**src/rtl/pc_gen.sv**
```systemverilog
// Fetch-stage program-counter generator: registered PC, next-PC selection and imem fetch handshake.
// Optional build macro PC_MISALIGN_CHECK_EN turns misaligned redirects into traps.
module pc_gen #(
    parameter int               XLEN         = 32,
    parameter int               INC          = 4,
    parameter logic [XLEN-1:0]  RESET_VECTOR = 32'h0000_0000,
    parameter logic [XLEN-1:0]  TRAP_VECTOR  = 32'h0000_0100,
    parameter int               CNT_W        = 16
) (
    input  logic             clk,
    input  logic             rst_n,
    input  logic             stall_i,
    input  logic             redirect_i,
    input  logic [XLEN-1:0]  redirect_target_i,
    input  logic             trap_i,
    input  logic             fetch_ready_i,
    output logic             fetch_valid_o,
    output logic [XLEN-1:0]  pc_o,
    output logic [XLEN-1:0]  pc_plus_inc_o,
    output logic [CNT_W-1:0] fetch_count_o,
    output logic             misalign_o
);

    typedef enum logic [1:0] {
        S_BOOT  = 2'd0,
        S_RUN   = 2'd1,
        S_FLUSH = 2'd2
    } state_t;

    state_t           r_state;
    state_t           w_next_state;
    logic [XLEN-1:0]  r_pc;
    logic [XLEN-1:0]  w_next_pc;
    logic [XLEN-1:0]  w_pc_plus_inc;
    logic [XLEN-1:0]  w_target;
    logic [CNT_W-1:0] r_count;
    logic             r_misalign;
    logic             w_misalign;
    logic             w_take_trap;
    logic             w_valid;
    logic             w_fire;

    assign w_valid       = (r_state == S_RUN);
    assign w_fire        = w_valid & fetch_ready_i;
    assign w_pc_plus_inc = r_pc + XLEN'(INC);

`ifdef PC_MISALIGN_CHECK_EN
    // A misaligned redirect becomes a trap; an explicit trap in the same cycle suppresses the flag.
    assign w_misalign = redirect_i & (redirect_target_i[1:0] != 2'b00) & ~trap_i;
    assign w_target   = redirect_target_i;
`else
    assign w_misalign = 1'b0;
    assign w_target   = redirect_target_i & {{(XLEN-2){1'b1}}, 2'b00};
`endif

    assign w_take_trap = trap_i | w_misalign;

    // Next-state and next-PC selection: trap > redirect > sequential advance > hold.
    always_comb begin
        w_next_state = r_state;
        w_next_pc    = r_pc;
        case (r_state)
            S_BOOT:  w_next_state = S_RUN;
            S_RUN:   w_next_state = S_RUN;
            S_FLUSH: w_next_state = S_RUN;
            default: w_next_state = S_BOOT;
        endcase
        if (w_take_trap) begin
            w_next_pc    = TRAP_VECTOR;
            w_next_state = S_FLUSH;
        end else if (redirect_i) begin
            w_next_pc    = w_target;
        end else if (w_fire && !stall_i) begin
            w_next_pc    = w_pc_plus_inc;
        end else begin
            w_next_pc    = r_pc;
        end
    end

    // State, PC, accepted-fetch counter and misalign pulse registers.
    always_ff @(posedge clk) begin
        if (!rst_n) begin
            r_state    <= S_BOOT;
            r_pc       <= RESET_VECTOR;
            r_count    <= {CNT_W{1'b0}};
            r_misalign <= 1'b0;
        end else begin
            r_state    <= w_next_state;
            r_pc       <= w_next_pc;
            r_misalign <= w_misalign;
            if (w_fire) begin
                r_count <= r_count + CNT_W'(1);
            end else begin
                r_count <= r_count;
            end
        end
    end

    assign fetch_valid_o = w_valid;
    assign pc_o          = r_pc;
    assign pc_plus_inc_o = w_pc_plus_inc;
    assign fetch_count_o = r_count;
    assign misalign_o    = r_misalign;

endmodule

```
**config.mk**
```make
export PLATFORM = sky130hd
export DESIGN_NAME = pc_gen
export DESIGN_NICKNAME = d
export VERILOG_FILES = /design/src/rtl/pc_gen.sv
export SDC_FILE = /design/constraint.sdc
export NUM_CORES = 1
export LEC_CHECK = 0
export CAP_MARGIN = 20
export CORE_ASPECT_RATIO = 2
export CORE_MARGIN = 2
export CORE_UTILIZATION = 43
export CTS_CLUSTER_SIZE = 30
export DETAILED_ROUTE_END_ITERATION = 8
export PLACE_DENSITY = 0.81
export SLEW_MARGIN = 20
export SYNTH_ARGS = -nofsm -noshare
export SYNTH_HDL_FRONTEND = slang
export SYNTH_SLANG_ARGS = --single-unit
export TNS_END_PERCENT = 5
```
**constraint.sdc**
```tcl
create_clock -name clk -period 2.1 [get_ports clk]
set_input_delay 0.21 -clock clk [delete_from_list [all_inputs] [get_ports clk]]
set_output_delay 0.21 -clock clk [all_outputs]
set_load 0.01 [all_outputs]
```
; ---- Word level (Yosys, flattened, before mapping)
; Cells that the tools add are included.
[classes]
n_addsub = 2
mul = 0
div_mod_pow = 0
magnitude_cmp = 0
eq_ne = 2
shift = 0
mux = 5
bitwise = 2
n_reduce_logical = 8
[op_table]
columns = op, n
row1 = $mux W32, 2
row2 = $add A32 B3 Y32 const B, 1
row3 = $add A16 B1 Y16 const B, 1
row4 = $mux W9, 1
row5 = $reduce_or A3 Y1, 2
row6 = $reduce_bool A3 Y1, 1
row7 = $eq A2 B1 Y1 const B, 1
row8 = $eq A2 B2 Y1 const B, 1
row9 = $logic_not A2 Y1, 1
row10 = $mux W2, 1
row11 = $reduce_bool A2 Y1, 1
row12 = $reduce_or A2 Y1, 1
row13 = $and A1 B1 Y1, 1
row14 = $logic_and A1 B1 Y1, 1
row15 = $logic_not A1 Y1, 1
row16 = $mux W1, 1
row17 = $not A1 Y1, 1
[word_totals]
register_bits = 50
latchBits = 0
ramBits = 0
rom_bits = 0
input_bits = 38
out_inout_bits = 82
wordCells = 25
n_memories = 0

; ---- Longest topological paths before layout
; Gate-level depths: netlist of run 1.
[depth]
ltp_word = 6
depth_mapped = 7

; ---- Least setup slack after synthesis of run 1
; OpenSTA, ideal clock, no wires.
[synth_path]
kind = flip-flop to flip-flop
from = register r_pc[2] (netlist: pc_o[2])
to = register r_pc[26] (netlist: pc_o[26])
setup_ns = 0.071
arrival_time_ns = 2.019
slack_ns = 0.010
path_stages_with_launch = 8
period_less_slack_ns = 2.090
cell_sequence = dfxtp_1 -> ha_1 -> nand3_1 -> or3_1 -> buf_2 -> nor4_1 -> xor2_1 -> o2bb2ai_1
[synth_via]
elab_chain_cells = 3
[synth_rtl]
columns = item, line
row1 = from (decl), 32  ; logic [XLEN-1:0] r_pc;
row2 = from (signal assigned), 89  ; r_pc <= w_next_pc;
row3 = $add A32 B3 Y32, 45  ; assign w_pc_plus_inc = r_pc + XLEN'(INC);
row4 = named net pc_plus_inc_o[26], 19  ; output logic [XLEN-1:0] pc_plus_inc_o,
row5 = $mux W32, 73  ; end else if (w_fire && !stall_i) begin
row6 = $mux W32, 71  ; end else if (redirect_i) begin
; The timed path passes the listed nets, and every way through them passes these cells. The select of a mux whose other input is x is not followed.
; A chain may end at the register's enable or synchronous reset.

; ---- Final worst setup path of run 1
[layout_path]
from = register r_pc[3] (netlist: pc_o[3])
to = output port pc_plus_inc_o[18]
[layout_via]
elab_chain_cells = 1
[layout_rtl]
columns = item, line
row1 = $add A32 B3 Y32, 45
row2 = to (decl), 19
; Every way passes these cells.

==> results.toml, run 1 <==
[layout]
diodes = 0
final_area_um2 = 4790
most-common-layout-cells = "clkdlybuf4s50_1, buf_4, dfxtp_1"
area_delta_synth_final_pct = 68.0
post-route-util_pct = 73.6
drive_gt1_share_pct = 25.4
mostFrequentLayoutCell = "clkdlybuf4s50_1"
final_nets = 554

[yosys]
syn_area_per_cell_um2 = 8.24
ys_seq_area_share_pct = 33.7
netlist_instances = 346
synth_area_um2 = 2850
synthDistinctLibCells = 39
yosys_register_bits = 48
ys_async_sr_fraction_pct = 0
synth_ff_type = "dfxtp_1"
synth_warnings = 0
synth_edf_count = 0

[timing]
rsz0062_at_grt = "true"
maxSlewHeadroom_pct = 64.5
post-route-period-util_pct = 105
finClkSkew_ns = 0.00345
setup_slack_ns = -0.100
post-route-min-period_ns = 2.20
max_slew.worst_pin.slew_ns = 0.528
slew_viol_final = 0
finalSetupViolations = 11
hold_viol = 0
hold_ws_ns = 0.480
fmax_mhz = 455

[floorplanning]
dieWidth_um = 61.6
core-area_um2 = 6520
fp.dieH_um = 119
io_pins = 120
initial_utilization_pct = 43.8
die-area_um2 = 7340
fp-row-count = 42

[clock_network]
cts_tree = "done"
path_clk_slew_ns = 0.06
clock-sinks = 48
cts-root-buf = "clkbuf_16"
clk-insertion-delay-late_ns = 0.29
cts_buffers = 5
clock_path_buffers = 2
htreeDepth = 2

[grt]
antenna_found_initial = 0
grt_pass1_wl_um = 13700
grt_use_total_pct = 24.1
grt-ovfl-total = 0
grt_pass1_vias = 3005
grt_max_degree = 25

[placed_design]
io_buffers = 112
place_area_um2 = 4480
gp_congestion = 0.883
dp_hpwl_um = 6460

[route]
routed_wl_um = 8890
drtPass1Iterations = 4
ant_nets = 0
drc = 0
dr.first_iter.drc_count = 155
routedWlPerCell_um = 14.7
vias_per_cell = 5.16
vias = 3110

[pwr]
p_per_area_nw_per_um2 = 467
ir_worst_vdd_uv = 577
static-leakage-power_nw = 2.06

[critical_path]
cp-end-kind = "output port"
critPathMaxFanout = 5
path_cells = "ha_4, nand3_2, or3_4, buf_4, buf_6, nor2_2, xor2_1, buf_2"
cp_num_buf_inv = 3
startpoint_type = "register"
cp_top_family = "simple AND/OR/NAND/NOR gates"
critPathArrivalTime_ns = 1.99
cpPeakStageDelay_ns = 0.43
crit_path_top_delay_cell = "or3_4"
cp_data_required_time_ns = 1.89
critPathKind = "register to output port"

[status]
violations = "setup timing"
status = "finished with violations"

[min_path]
hp-class = "primary input to register"

[job]
maxCapViolations = 0
[cell usage after synthesis, types with 13 or more instances]
master / count / share of area (%)
a211oi_1: 15 / 3.9
a21oi_1: 15 / 2.6
and2_1: 19 / 4.2
and3_1: 13 / 2.9
dfxtp_1: 48 / 34
nand2_1: 26 / 3.4
nand3_1: 13 / 2.3
nand4_1: 16 / 3.5
nor2_1: 35 / 4.6
xnor2_1: 38 / 12
xor2_1: 25 / 7.7
[what timing repair did]
item,CTS,global route
setup endpoints to repair,24,23
hold buffers,0,0
buffers inserted,0,3
pin swaps,7,19
resized for setup,73,39
[power by group]
part | total, mW | internal, mW | switching (mW)
Clock | 0.915 | 0.560 | 0.355
Sequential | 0.961 | 0.937 | 0.0235
Combinational | 0.365 | 0.206 | 0.159
Total | 2.24 | 1.70 | 0.538
[per-stage QoR]
step                power [mW]  instances  TNS [ns]  setup WS [ns]
finish                    2.24        603    -0.629         -0.100
detailed placement        1.35        592     -2.65         -0.288
global placement          1.35        592     -2.13         -0.262
CTS                       2.26        600     -1.17         -0.212
global route              2.32        603     -2.16         -0.203
floorplan                 1.12        350         0         0.0102
[tightest hold or removal path, delay by kind of cell]
| kind | cells | cell delay [ns] |
|---|---|---|
| simple gates | 1 | 0.07 |
| buf+inv | 1 | 0.40 |
| compound gates | 1 | 0.05 |
[path summary, 6_finish.rpt]
| path | startpoint | to | slack, ns | depth (start not counted) |
|---|---|---|---|---|
| worst max register to register | pc_o[3]$_SDFFE_PP0P_ | pc_o[22]$_SDFFE_PP0P_ | 0.18 | 8 |
| worst max-delay path | pc_o[3]$_SDFFE_PP0P_ | pc_plus_inc_o[18] | -0.1 | 8 |
| worst min register to register | r_state[0]$_SDFF_PP0_ | r_state[0]$_SDFF_PP0_ | 0.51 | 1 |
| worst min-delay path | redirect_target_i[2] | pc_o[2]$_SDFFE_PP0P_ | 0.48 | 3 |
[cell type report]
type,instances,area [um2]
flip-flops and latches,48,967
well taps,88,110
clock buffers,5,125
fillers,517,1720
inverters,3,11.3
multi-input cells,274,1940
repair buffers,182,1600
clock inverters,3,42.5
[layer usage]
metal | up-vias | GRT usage [%] | routed length, um
li1 | 1534 | - | -
met1 | 1458 | 29.9 | 3690
met2 | 105 | 39.9 | 4490
met5 | - | 0 | 0
met3 | 13 | 6.08 | 552
met4 | 0 | 6.78 | 148
[flip-flops by register name, summed over array words and instances (netlist names)]
| name | count |
|---|---|
| r_state | 2 |
| pc_o | 30 |
| fetch_count_o | 16 |
[kinds of logic (layout without fill, tap and decap cells)]
kind of cell / Yosys count / count (layout) / share of synthesized area, %
simple gates: 160 / 160 / 30.7
other cells: 1 / 5 / 0.131
fa+ha+maj: 2 / 2 / 0.877
compound gates: 43 / 43 / 10.3
xor+xnor: 63 / 63 / 19.3
buf+inv: 28 / 193 / 4.65
flops: 48 / 48 / 33.7
mux: 1 / 1 / 0.351
Power figures use the tool's default switching activity.
==> run 2, diff against run 1 <==
PLACE_DENSITY = 0.84   (was 0.81)
==> run 2 against run 1 <==
  * The flow still finishes with violations (setup timing)
  * Via count up 3.2%
  * Wire length is 10% higher
  * First-iteration DRC count is 56% higher
  * Sequential share of layout area is 0.29 points higher
  * Final cell count is 0.83% lower
  * Clock power fell by 16%
  * Largest power group unchanged
  * Register-to-register slack lost 0.07 ns
  * Clock-buffer cell count is 1 higher
  * Core utilization fell by 1.1 points
==> results.toml, run 2 (synthesis results as in run 1) <==
[grt]
grt-ovfl-total = 0
grt_pass1_vias = 3106
antenna_found_initial = 0
grtUsageMet3_pct = 5.65
grt_use_met2_pct = 43.5
grt_max_degree = 25
grt_use_total_pct = 26.0
grt_pass1_wl_um = 14600
busiest_layer = "met2"
use_met1_pct = 31.5

[timing]
finalSetupViolations = 12
post-route-period-util_pct = 106
post-route-min-period_ns = 2.22
maxSlewHeadroom_pct = 65.4
hold_ws_ns = 0.488
hold_viol = 0
rsz0062_at_grt = "true"
slew_viol_final = 0
setup_slack_ns = -0.123
fmax_mhz = 450
finClkSkew_ns = 0.00700
fin_tns_setup_ns = -0.667
max_slew.worst_pin.slew_ns = 0.516

[critical_path]
path_cells = "ha_2, nand3_2, or3_4, nor4_4, xor2_1, buf_2"
startpoint_type = "register"
r2r_setup_slack_ns = 0.11
cpPeakStageDelay_ns = 0.46
critPathKind = "register to output port"
reg2reg_from = "pc_o[3]$_SDFFE_PP0P_"
critPathMaxFanout = 4
cp-end-kind = "output port"
crit_path_top_delay_cell = "or3_4"
cp_data_required_time_ns = 1.89
crit_start = "pc_o[3]$_SDFFE_PP0P_"
critPathArrivalTime_ns = 2.01

[route]
routed_wl_um = 9820
routedWlPerCell_um = 16.4
drc = 0
vias_per_cell = 5.37
ant_nets = 0
drtPass1Iterations = 4
dr.first_iter.drc_count = 242
vias = 3209

[floorplanning]
io_pins = 120
initial_utilization_pct = 43.8
die-area_um2 = 7340
fp.dieH_um = 119
fp-row-count = 42
core-area_um2 = 6520
dieWidth_um = 61.6

[placed_design]
place_inst = 587
io_buffers = 112
place_area_um2 = 4440
pre_cts_ws_ns = -0.263
gp_congestion = 0.854
dp_hpwl_um = 6680

[clock_network]
clock_path_buffers = 2
cts-root-buf = "clkbuf_16"
clk-insertion-delay-late_ns = 0.30
htreeDepth = 2
path_clk_slew_ns = 0.07
clock-sinks = 48
cts_tree = "done"
cts_buffers = 5

[layout]
most-common-layout-cells = "clkdlybuf4s50_1, buf_4, dfxtp_1"
drive_gt1_share_pct = 25.9
multi_input_area_um2 = 1960
fill_cells = 503
mostFrequentLayoutCell = "clkdlybuf4s50_1"
final_nets = 550
area_delta_synth_final_pct = 65.6
diodes = 0
post-route-util_pct = 72.5
final_area_um2 = 4720
register_area_um2 = 967
final_cell_count_no_fill = 598
largest_reg_flops = 30

[status]
violations = "setup timing"
status = "finished with violations"

[min_path]
hp-class = "primary input to register"
min_from = "redirect_target_i[24]"

[pwr]
static-leakage-power_nw = 2.05
ir_worst_vdd_uv = 523
power_mw = 2.09
p_per_area_nw_per_um2 = 443

[job]
maxCapViolations = 0
==> run 2: cell types whose count changed in the layout (fill, tap and decap cells not counted), sizes merged <==
cell           change
clkinvlp           -1
buf                -3
dlygate4sd2        -5
dlymetal6s2s       +3
clkbuf             +4
bufinv             -1
clkdlybuf4s15      -1
clkdlybuf4s50      -1
==> run 2: repair_timing <==
item,4_1_cts,5_1_grt
buffers inserted,1,3
pin swaps,7,13
gates resized for setup,83,41
hold buffers,0,0
setup endpoints to repair,23,24
==> run 2: final cells by class <==
class | count | area share, %
Tap cell | 88 | 2.33
Clock buffer | 6 | 2.73
Multi-Input combinational cell | 274 | 41.4
Sequential cell | 48 | 20.5
Clock inverter | 1 | 0.106
Timing Repair Buffer | 178 | 32.7
Inverter | 3 | 0.238
==> run 2: routing by layer <==
layer | vias up | share of wire, %
met5 | - | 0
met4 | 0 | 3.3
li1 | 1525 | -
met2 | 187 | 51
met1 | 1467 | 38
met3 | 30 | 7.4
==> run 2: critical path, delay by kind of cell, from the launching register on <==
kind / cells / cell delay, ns
and+or+nand+nor: 3 / 0.79
adders and majority gates: 1 / 0.18
buffers and inverters: 1 / 0.17
xor gates and xnor gates: 1 / 0.23
DFF: 1 / 0.34
==> run 2: path summary, 6_finish.rpt <==
kind,to,cells past startpoint
max,pc_plus_inc_o[26],6
min,pc_o[24]$_SDFFE_PP0P_,3
max reg2reg,pc_o[28]$_SDFFE_PP0P_,7
min reg2reg,r_state[0]$_SDFF_PP0_,1
==> run 2: where the power goes <==
part / leakage [nW] / internal [mW] / switching, mW
clock network: 0.0667 / 0.433 / 0.335
logic: 1.59 / 0.201 / 0.165
registers: 0.393 / 0.937 / 0.0226
total: 2.05 / 1.57 / 0.522
==> run 3, diff against run 2 <==
CORE_MARGIN = unset   (was 2)
==> run 3 against run 2 <==
  * First-iteration DRC count down 12%
  * The run still ends with setup timing left
  * Design area up 2.7%
  * Register-to-register slack worse by 0.15 ns
  * Core utilization up 3.8 points
  * Maximum frequency down 3.1%
  * Clock power up 26%
  * Largest cell class unchanged
  * Sequential power about the same
  * Setup slack worse by 0.071 ns
==> results.toml, run 3 (synthesis results as in run 1) <==
[critical_path]
crit_start = "pc_o[3]$_SDFFE_PP0P_"
cp.depth = 6
cp-end-kind = "output port"
r2r_end = "pc_o[15]$_SDFFE_PP0P_"
r2r_setup_slack_ns = -0.04
path_cells = "ha_4, nand3_2, or3_4, nor4_4, xor2_2, buf_2"
critPathMaxFanout = 4
crit_path_top_delay_cell = "or3_4"
critPathKind = "register to output port"
cp_data_required_time_ns = 1.89
critPathArrivalTime_ns = 2.08
cp_top_family = "simple AND/OR/NAND/NOR gates"
cpPeakStageDelay_ns = 0.48
reg2reg_depth = 9
reg2reg_from = "pc_o[8]$_SDFFE_PN0P_"
cp_num_buf_inv = 1
startpoint_type = "register"
critPathCapture = "pc_plus_inc_o[26]"

[clock_network]
htreeDepth = 2
clock_path_buffers = 2
clk-insertion-delay-late_ns = 0.30
clock-sinks = 48
cts_tree = "done"
path_clk_slew_ns = 0.07
cts-root-buf = "clkbuf_16"
cts_buffers = 5

[layout]
most-common-layout-cells = "clkdlybuf4s50_1, buf_4, dfxtp_1"
mostFrequentLayoutCell = "clkdlybuf4s50_1"
final_nets = 561
drive_gt1_share_pct = 27.4
area_delta_synth_final_pct = 70.1
fill_cells = 440
final_area_um2 = 4850
largest_reg_flops = 30
diodes = 0

[route]
vias = 3400
routedWlPerCell_um = 18.6
routed_wl_um = 11300
dr.first_iter.drc_count = 214
vias_per_cell = 5.59
drc = 0
drtPass1Iterations = 5
ant_nets = 0

[floorplanning]
core-area_um2 = 6360
fp.dieH_um = 117
die-area_um2 = 6980
io_pins = 120
dieWidth_um = 59.6
initial_utilization_pct = 44.8
fp-row-count = 41

[timing]
hold_ws_ns = 0.492
post-route-period-util_pct = 109
hold_viol = 0
finClkSkew_ns = 0.00643
slew_viol_final = 0
fin_tns_setup_ns = -1.84
post-route-min-period_ns = 2.29
fmax_mhz = 436
finalSetupViolations = 17
rsz0062_at_grt = "true"
setup_slack_ns = -0.194

[pwr]
ir_worst_vdd_uv = 324
static-leakage-power_nw = 2.09
p_per_area_nw_per_um2 = 476

[grt]
grt_use_total_pct = 31.7
antenna_found_initial = 0
grt-ovfl-total = 0
grt_pass1_vias = 3460
grt_max_degree = 25
grt_pass1_wl_um = 16400

[status]
status = "finished with violations"
violations = "setup timing"

[placed_design]
io_buffers = 112
gp_congestion = 0.956
place_area_um2 = 4480
dp_hpwl_um = 7510
pre_cts_ws_ns = -0.388

[job]
maxCapViolations = 0

[min_path]
hp-class = "primary input to register"
run 3: changes by cell type in the layout (fill, tap and decap cells not counted), sizes merged:
cell / change
clkdlybuf4s50: -1
clkbuf: +1
dlygate4sd2: +2
buf: +10
dlymetal6s2s: -2
bufinv: +1
clkdlybuf4s15: +1
run 3: worst min-delay path by stage:
stage	startpoint	endpoint	slack, ns	depth (start not counted)
after floorplan	rst_n	fetch_count_o[0]$_SDFFE_PN0N_	0.33	1
after detailed placement	r_state[1]$_SDFF_PN0_	r_state[0]$_SDFF_PP0_	0.49	1
final	redirect_target_i[21]	pc_o[21]$_SDFFE_PP0P_	0.49	3
after global placement	r_state[0]$_SDFF_PP0_	r_state[0]$_SDFF_PP0_	0.47	1
after global routing	redirect_target_i[12]	pc_o[12]$_SDFFE_PP0P_	0.51	3
after CTS	redirect_target_i[14]	pc_o[14]$_SDFFE_PP0P_	0.49	3
run 3: layer usage:
layer  routed length [um]  share of wire, %  vias up  global-route usage, %
met5                    0                 0        -                      0
met4                  741               6.5        0                   20.8
met3                  713               6.3       58                   5.60
met2                 6260                55      182                   58.7
met1                 3600                32     1621                   30.8
li1                     -                 -     1539                      -
run 3: layout make-up:
type / instances / area (um2) / area share (%)
multi-input combinational: 274 / 1960 / 40.3
timing repair buffer: 189 / 1630 / 33.5
sequential: 48 / 971 / 20.0
clock buffer: 6 / 139 / 2.86
tap: 86 / 108 / 2.22
clock inverter: 2 / 38.8 / 0.799
inverter: 3 / 11.3 / 0.232
run 3: power breakdown:
part / internal [mW] / switching (mW) / leakage [nW] / total (mW)
clock network: 0.597 / 0.370 / 0.0871 / 0.967
logic: 0.204 / 0.175 / 1.61 / 0.379
registers: 0.935 / 0.0275 / 0.393 / 0.962
total: 1.74 / 0.572 / 2.09 / 2.31
run 3: metrics by stage:
step / std cells / power [mW] / utilization, %
detailed placement: 590 / 1.35 / 70.4
finish: 608 / 2.31 / 76.3
CTS: 598 / 2.28 / 74.1
global placement: 590 / 1.35 / 70.4
floorplan: 350 / 1.12 / -
global route: 608 / 2.38 / 76.3
run 3: repair_timing:
action	CTS	global route
setup buffers	0	10
hold buffers	0	0
resized for setup	86	45
endpoints found under the hold margin	0	0
setup endpoints to repair	26	22
pin swaps	7	16
run 3: tightest hold or removal path: stages:
cell and delay, ns:
clkdlybuf4s50_1 0.39, nor2_1 0.08, a211oi_1 0.05
